<file path="src/rtl/interp_lin_if.sv">
// interp_lin_if: stream bundle for the linear interpolator.
//   s_axis_data_*  low-rate signed samples into the interpolator
//   m_axis_data_*  oversampled signed samples out to the modulator
// Modports:
//   slave  - view taken by the interpolator itself
//   master - view taken by the surrounding logic (source + sink)
interface interp_lin_if #(
    parameter int unsigned WIDTH = 16
);
    logic signed [WIDTH-1:0] s_axis_data_tdata;
    logic                    s_axis_data_tvalid;
    logic                    s_axis_data_tready;
    logic signed [WIDTH-1:0] m_axis_data_tdata;
    logic                    m_axis_data_tvalid;
    logic                    m_axis_data_tready;

    modport slave (
        input  s_axis_data_tdata,
        input  s_axis_data_tvalid,
        output s_axis_data_tready,
        output m_axis_data_tdata,
        output m_axis_data_tvalid,
        input  m_axis_data_tready
    );

    modport master (
        output s_axis_data_tdata,
        output s_axis_data_tvalid,
        input  s_axis_data_tready,
        input  m_axis_data_tdata,
        input  m_axis_data_tvalid,
        output m_axis_data_tready
    );
endinterface

</file>
<file path="src/rtl/interp_lin.sv">
// interp_lin: linear interpolator, 1 input sample -> 2**OSR_LOG2 output samples.
// Each output period ramps from the previous accepted sample towards the
// newest one; outputs are the accumulator floored by OSR.
// Ports:
//   aclk      clock, rising edge
//   arst_n    synchronous active-low reset
//   bus       interp_lin_if.slave (s_axis_data_* in, m_axis_data_* out)
//   underrun  sticky: no input was available at a period boundary
module interp_lin #(
    parameter int unsigned WIDTH    = 16,
    parameter int unsigned OSR_LOG2 = 4
) (
    input  logic        aclk,
    input  logic        arst_n,
    interp_lin_if.slave bus,
    output logic        underrun
);
    localparam int unsigned SW = WIDTH + 1;
    localparam int unsigned AW = WIDTH + OSR_LOG2 + 1;

    typedef enum logic {
        ST_EMPTY = 1'b0,
        ST_RUN   = 1'b1
    } state_t;

    state_t                 state_q, state_d;
    logic signed [WIDTH-1:0] cur_q,   cur_d;
    logic signed [SW-1:0]    step_q,  step_d;
    logic signed [AW-1:0]    acc_q,   acc_d;
    logic [OSR_LOG2-1:0]     phase_q, phase_d;
    logic                    underrun_q, underrun_d;

    logic                    s_tready_c;
    logic                    m_tvalid_c;
    logic                    last_phase;
    logic signed [SW-1:0]    x_ext;
    logic signed [SW-1:0]    cur_ext;
    logic signed [SW-1:0]    diff;
    logic signed [AW-1:0]    acc_base;
    logic signed [AW-1:0]    step_ext;

    // phase all-ones marks the final output of the period
    assign last_phase = &phase_q;

    // Difference at WIDTH+1 bits so full-scale swings never wrap
    assign x_ext    = {bus.s_axis_data_tdata[WIDTH-1], bus.s_axis_data_tdata};
    assign cur_ext  = {cur_q[WIDTH-1], cur_q};
    assign diff     = x_ext - cur_ext;

    // Period start point (cur * OSR) and step widened to accumulator size
    assign acc_base = {cur_q[WIDTH-1], cur_q, {OSR_LOG2{1'b0}}};
    assign step_ext = {{OSR_LOG2{step_q[SW-1]}}, step_q};

    // Output = floor(acc / OSR); acc always lies between two samples so it fits
    assign bus.m_axis_data_tdata  = acc_q[WIDTH+OSR_LOG2-1:OSR_LOG2];
    assign bus.m_axis_data_tvalid = m_tvalid_c;
    assign bus.s_axis_data_tready = s_tready_c;
    assign underrun               = underrun_q;

    // Next-state and handshake logic
    always_comb begin
        state_d    = state_q;
        cur_d      = cur_q;
        step_d     = step_q;
        acc_d      = acc_q;
        phase_d    = phase_q;
        underrun_d = underrun_q;
        s_tready_c = 1'b0;
        m_tvalid_c = 1'b0;

        case (state_q)
            ST_EMPTY: begin
                s_tready_c = 1'b1;
                if (bus.s_axis_data_tvalid) begin
                    // First segment ramps up from zero
                    step_d  = x_ext;
                    acc_d   = '0;
                    phase_d = '0;
                    cur_d   = bus.s_axis_data_tdata;
                    state_d = ST_RUN;
                end
            end
            ST_RUN: begin
                m_tvalid_c = 1'b1;
                s_tready_c = bus.m_axis_data_tready & last_phase;
                if (bus.m_axis_data_tready) begin
                    if (!last_phase) begin
                        acc_d   = acc_q + step_ext;
                        phase_d = phase_q + OSR_LOG2'(1);
                    end else begin
                        acc_d   = acc_base;
                        phase_d = '0;
                        if (bus.s_axis_data_tvalid) begin
                            step_d = diff;
                            cur_d  = bus.s_axis_data_tdata;
                        end else begin
                            // Starved: hold the last sample for a full period
                            step_d     = '0;
                            underrun_d = 1'b1;
                        end
                    end
                end
            end
            default: begin
                state_d = ST_EMPTY;
            end
        endcase
    end

    // State register
    always_ff @(posedge aclk) begin
        if (!arst_n) begin
            state_q    <= ST_EMPTY;
            cur_q      <= '0;
            step_q     <= '0;
            acc_q      <= '0;
            phase_q    <= '0;
            underrun_q <= 1'b0;
        end else begin
            state_q    <= state_d;
            cur_q      <= cur_d;
            step_q     <= step_d;
            acc_q      <= acc_d;
            phase_q    <= phase_d;
            underrun_q <= underrun_d;
        end
    end
endmodule

</file>
<file path="src/flat_wrapper.sv">
// flat-port wrapper written by rule: the top's interface ports become plain ports
module interp_lin_flat 
#(
    parameter int unsigned WIDTH    = 16,
    parameter int unsigned OSR_LOG2 = 4
)
  (aclk, arst_n, underrun, bus_s_axis_data_tdata, bus_s_axis_data_tvalid, bus_s_axis_data_tready, bus_m_axis_data_tdata, bus_m_axis_data_tvalid, bus_m_axis_data_tready);
  interp_lin_if #(.WIDTH(WIDTH)) bus_i ();
  input  logic aclk;
  input  logic arst_n;
  output logic underrun;
  input wire logic [$bits(bus_i.s_axis_data_tdata)-1:0] bus_s_axis_data_tdata;
  input wire logic [$bits(bus_i.s_axis_data_tvalid)-1:0] bus_s_axis_data_tvalid;
  output wire logic [$bits(bus_i.s_axis_data_tready)-1:0] bus_s_axis_data_tready;
  output wire logic [$bits(bus_i.m_axis_data_tdata)-1:0] bus_m_axis_data_tdata;
  output wire logic [$bits(bus_i.m_axis_data_tvalid)-1:0] bus_m_axis_data_tvalid;
  input wire logic [$bits(bus_i.m_axis_data_tready)-1:0] bus_m_axis_data_tready;
  assign bus_i.s_axis_data_tdata = bus_s_axis_data_tdata;
  assign bus_i.s_axis_data_tvalid = bus_s_axis_data_tvalid;
  assign bus_s_axis_data_tready = bus_i.s_axis_data_tready;
  assign bus_m_axis_data_tdata = bus_i.m_axis_data_tdata;
  assign bus_m_axis_data_tvalid = bus_i.m_axis_data_tvalid;
  assign bus_i.m_axis_data_tready = bus_m_axis_data_tready;
  interp_lin #(.WIDTH(WIDTH), .OSR_LOG2(OSR_LOG2)) u_core (.aclk(aclk), .arst_n(arst_n), .bus(bus_i), .underrun(underrun));
endmodule
</file>
<file path="config.mk">
export PLATFORM = sky130hd
export DESIGN_NAME = interp_lin_flat
export DESIGN_NICKNAME = d
export VERILOG_FILES = /design/src/rtl/interp_lin_if.sv /design/src/rtl/interp_lin.sv /design/src/flat_wrapper.sv
export SDC_FILE = /design/constraint.sdc
export NUM_CORES = 1
export LEC_CHECK = 0
export BUFFER_PORTS_ARGS = -buffer_cell sky130_fd_sc_hd__buf_2
export CAP_MARGIN = 30
export CORE_ASPECT_RATIO = 1.1
export CORE_MARGIN = 2
export CORE_UTILIZATION = 60
export CTS_BUF_LIST = sky130_fd_sc_hd__clkbuf_16
export CTS_CLUSTER_DIAMETER = 60
export DETAILED_ROUTE_END_ITERATION = 10
export PLACE_DENSITY = 0.81
export SLEW_MARGIN = 10
export SYNTH_ARGS = -nofsm -noshare
export SYNTH_HDL_FRONTEND = slang
export SYNTH_SLANG_ARGS = --single-unit
</file>
<file path="constraint.sdc">
create_clock -name aclk -period 3.5 [get_ports aclk]
set_input_delay 0.175 -clock aclk [delete_from_list [all_inputs] [get_ports aclk]]
set_output_delay 0.175 -clock aclk [all_outputs]
set_load 0.01 [all_outputs]
</file>
# Word-level counts from Yosys, hierarchy flattened
# Cells that the tools add are included.
# totals
reg_bits	60
output_inout_bits	19
# op_classes
bitwise_logic	3
add_sub_neg	3
n_mux	21
reduce_logical	5
n_eq_ne	3
# ops
op	n
17-bit 2-to-1 mux	4
21-bit 2-to-1 mux	3
16-bit 2-to-1 mux	3
21-bit case mux with 2 select lines	1
17-bit case mux with 2 select lines	1
16-bit case mux with 2 select lines	1
21-bit by 17-bit adder with 21-bit output	1
16-bit by 16-bit subtractor with 17-bit output	1
4-bit 2-to-1 mux	3
4-bit case mux with 2 select lines	1
7-bit AND reduction	1
2-bit inequality test, second input constant	3
4-bit by 1-bit adder with 4-bit output, second input constant	1
2-bit AND reduction	2
4-bit AND reduction	1
1-bit 2-to-1 mux	3
3-bit AND reduction	1
1-bit inverter	2
1-bit case mux with 2 select lines	1
1-bit AND	1

# Depth between registers and ports, before layout
# logic_depth
ltp_word	5
ltp_mapped	11
depth_no_buf	11

# Worst setup path after synthesis
# Ideal clock, no wire load.
# synth_timing
path_type	register -> register
start	reg u_core.cur_q[0]
end	reg u_core.step_q[12]
required_time_ns	3.373
stages_incl_launch_ff	11
path_slack_ns	1.287
arrival_ns	2.086
path_cell_list	dfxtp_1 > ha_1 > inv_1 > fa_1 > a211oi_2 > o21ai_1 > a31oi_4 > o21ai_2 > nor4bb_1 > a311oi_1 > o22ai_1
# synth_between
elab_chain_cells	5
# synth_lines
element	line_no	source
start, declared	interp_lin.sv:27	logic signed [WIDTH-1:0] cur_q, cur_d;
start signal, assigned	interp_lin.sv:121	cur_q <= cur_d;
16-bit by 16-bit subtractor with 17-bit output	interp_lin.sv:48	assign diff = x_ext - cur_ext;
17-bit 2-to-1 mux	interp_lin.sv:93	if (bus.s_axis_data_tvalid) begin
17-bit 2-to-1 mux	interp_lin.sv:87	if (!last_phase) begin
17-bit 2-to-1 mux	interp_lin.sv:86	if (bus.m_axis_data_tready) begin
17-bit case mux with 2 select lines	interp_lin.sv:71	case (state_q)
end signal, assigned	interp_lin.sv:122	step_q <= step_d;
end, declared	interp_lin.sv:28	logic signed [SW-1:0] step_q, step_d;
# Every way passes these cells. The select of a mux whose other input is x is not followed.
# A chain may end at the register's enable or synchronous reset.

# Worst setup path after layout
# layout_timing
start	reg u_core.state_q
end	reg u_core.acc_q[13]
# layout_between
elab_chain_cells	3
# layout_lines
element	line_no	source
start, declared	interp_lin.sv:26	state_t state_q, state_d;
start signal, assigned	interp_lin.sv:120	state_q <= state_d;
1-bit inverter	interp_lin.sv:71	
2-bit inequality test (no source line)	-	
2-bit AND reduction (no source line)	-	
end signal, assigned	interp_lin.sv:116	acc_q <= '0;
end signal, assigned	interp_lin.sv:123	acc_q <= acc_d;
end, declared	interp_lin.sv:29	logic signed [AW-1:0] acc_q, acc_d;
# Several ways; a longest one is shown, not always the timed one.

==> impl_metrics.json <==
{
  "finClkSkew_ns": 0.00739,
  "insertion_delay_ns": 0.33,
  "grt_pass1_vias": 4089,
  "gp_congestion": 0.958,
  "utilization_pct": 67.9,
  "ctsResizeCount": 0,
  "die_x_um": 85.3,
  "total_power_mw": 2.24,
  "cts_sinks": 59,
  "post_cts_buffers": 0,
  "syn_inst": 567,
  "timing.critical_path.arrival_ns": 3.07,
  "holdPathStages": 3,
  "run_status": "complete, no violations",
  "drt-initial-drc-count": 390,
  "final_nets": 640,
  "rrSetupSlack_ns": 0.66,
  "fin_area_mm2": 0.00479,
  "ioPinCount": 39,
  "cts_buffers": 9,
  "synth_top_flop_cell": "dfxtp_1",
  "ys_warn_count": 0,
  "ys_ff_latch": 59,
  "ys_seq_area_share_pct": 27.1,
  "synth.area.top_cells": "dfxtp_1 27%, ha_1 10%, nand2_1 7.1%",
  "r2r_end": "u_core.acc_q[13]",
  "yosys.area.top_type": "dfxtp_1",
  "yosysUniqueCellTypes": 69,
  "hold_path.class": "in -> reg",
  "multiInputGateArea_mm2": 0.00282,
  "p_per_area_mw_per_mm2": 468,
  "regArea_mm2": 0.00118,
  "grt_max_degree": 47,
  "hold_start": "bus_s_axis_data_tdata[0]",
  "drive_above_1_share_pct": 12.9,
  "finalMaxSlewViolations": 0,
  "rows": 32,
  "grt_overflow_total": 0,
  "finalSetupViolCount": 0,
  "synth_edf_count": 0,
  "detail-route-antenna-nets": 0,
  "fillerInstances": 585,
  "port_buffers": 38,
  "min_to": "u_core.cur_q[0]",
  "cts-root-buf": "clkbuf_16",
  "holdWs_ns": 0.109,
  "timing.slew.headroom_pct": 40.7,
  "netlist_area_mm2": 0.00436,
  "drv_cap": 0,
  "antenna_found_initial": 0,
  "tns_ns": 0,
  "wl_um": 11900,
  "hold_viol": 0,
  "clockBufferDepth": 2,
  "leakagePower_nw": 2.01,
  "finalCritPeriodShare_pct": 81.2,
  "fmax_mhz": 352,
  "r2r-start": "u_core.state_q",
  "critical_path_class": "reg -> reg",
  "netlist.area_leader.share_pct": 27.1,
  "worst-slew-pin-transition_ns": 0.887,
  "die_area_mm2": 0.00797,
  "vias": 4355,
  "critPathRequiredTime_ns": 3.73,
  "routed_via_density": 6.48,
  "start_util_pct": 61.9,
  "diodes": 0,
  "grt_pass1_wl_um": 19700,
  "htreeDepth": 3,
  "end_kind": "register",
  "placed_area_mm2": 0.00445,
  "rr_worst_depth": 6,
  "post-route-min-period_ns": 2.84,
  "peakVddDrop_uv": 311,
  "drc_errors": 0,
  "core-area_mm2": 0.00705,
  "avgRoutedWirePerCell_um": 17.7,
  "avgSynthCellArea_um2": 7.69,
  "syn_to_final_growth_pct": 9.69,
  "async_flop_share_pct": 0,
  "die_h_um": 93.4,
  "critPathMaxFanout": 22,
  "worstSetupStartpointType": "register",
  "synthesis.nets": 625,
  "track_usage_pct": 30.9,
  "cts_hold_buf": 0,
  "path_clk_slew_ns": 0.06,
  "dr.pass1.iters": 5,
  "cts_tree": "yes",
  "rsz0062_at_grt": "no",
  "dp_hpwl_um": 8610
}
-- synth_stat cells (all sizes together), types with 5 or more instances --
cell / instances
nand2: 83
a21oi: 59
dfxtp: 59
nor2: 48
o21ai: 43
ha: 36
inv: 30
buf: 25
a31oi: 14
clkbuf: 14
xor2: 14
nand3: 13
nor3: 13
xnor2: 12
a211oi: 10
a21o: 8
o211ai: 8
a221oi: 6
and3: 6
o22ai: 6
nand2b: 5
-- cells by family after synthesis --
kind of cell               share of synthesized area [%]
and+or+nand+nor                                     17.6
xor gates and xnor gates                            5.22
DFF                                                 27.1
adders and majority gates                           11.2
buffers and inverters                               8.43
AOI/OAI and AO/OA                                   29.5
muxes                                              0.946
-- layer usage --
layer	vias up	share of wire, %	track usage, %	routed length, µm
met3	32	9.0	4.32	1070
li1	2061	-	-	-
met2	252	46	53.3	5500
met5	-	0	0	0
met1	2010	42	39.4	5010
met4	0	2.4	10.3	287
-- state kept, by name (all words and copies together), names as in the netlist --
signal and count:
u_core.acc_q 20, u_core.state_q 1, u_core.cur_q 16, u_core.step_q 17, u_core.phase_q 4, u_core.underrun 1
-- power by group --
part | total [mW] | switching, mW | internal (mW) | leakage (nW)
combinational | 0.479 | 0.293 | 0.186 | 1.36
clock | 1.00 | 0.314 | 0.687 | 0.168
sequential | 0.760 | 0.0455 | 0.715 | 0.483
total | 2.24 | 0.652 | 1.59 | 2.01
-- metrics by stage --
step	cells	setup WS [ns]
after global routing	672	0.574
after CTS	672	0.833
after floorplan	567	1.29
after global placement	656	1.06
after detailed placement	656	0.908
final	672	0.660
-- area by class of cell --
class	instances	area share [%]
multi-input combinational	438	58.9
sequential	59	24.7
timing repair buffer	44	4.92
clock buffer	9	4.71
inverter	30	2.35
clock inverter	7	2.25
tap	85	2.22
-- layout by cell type (no fill, tap or decap), types with 8 or more instances in the layout --
| master | count |
|---|---|
| xnor2_1 | 12 |
| a31oi_1 | 12 |
| xor2_1 | 14 |
| buf_2 | 38 |
| a21oi_1 | 56 |
| nand2_1 | 83 |
| nor3_1 | 13 |
| nand3_1 | 13 |
| ha_1 | 36 |
| a211oi_1 | 9 |
| dfxtp_1 | 59 |
| o21ai_0 | 34 |
| a21o_1 | 8 |
| o21ai_1 | 8 |
| nor2_1 | 47 |
| clkbuf_16 | 9 |
| inv_1 | 29 |
-- critical path, cell delays in order, from the launching register on --
cell,delay (ns)
dfxtp_1,0.81
inv_1,0.46
nor2_1,0.80
nand2_1,0.22
nand2_1,0.11
o211ai_1,0.11
a31oi_1,0.23
-- how the worst max path moves through the flow --
stage                                from                 to  cells after the start
final                      u_core.state_q   u_core.acc_q[13]                      6
after detailed placement   u_core.state_q   u_core.acc_q[13]                      6
after global routing       u_core.state_q   u_core.acc_q[13]                      6
after floorplan           u_core.cur_q[0]  u_core.step_q[12]                     10
after CTS                  u_core.state_q   u_core.acc_q[13]                      6
after global placement     u_core.state_q   u_core.step_q[4]                      6
No activity file was read; power rests on OpenSTA's default activity.
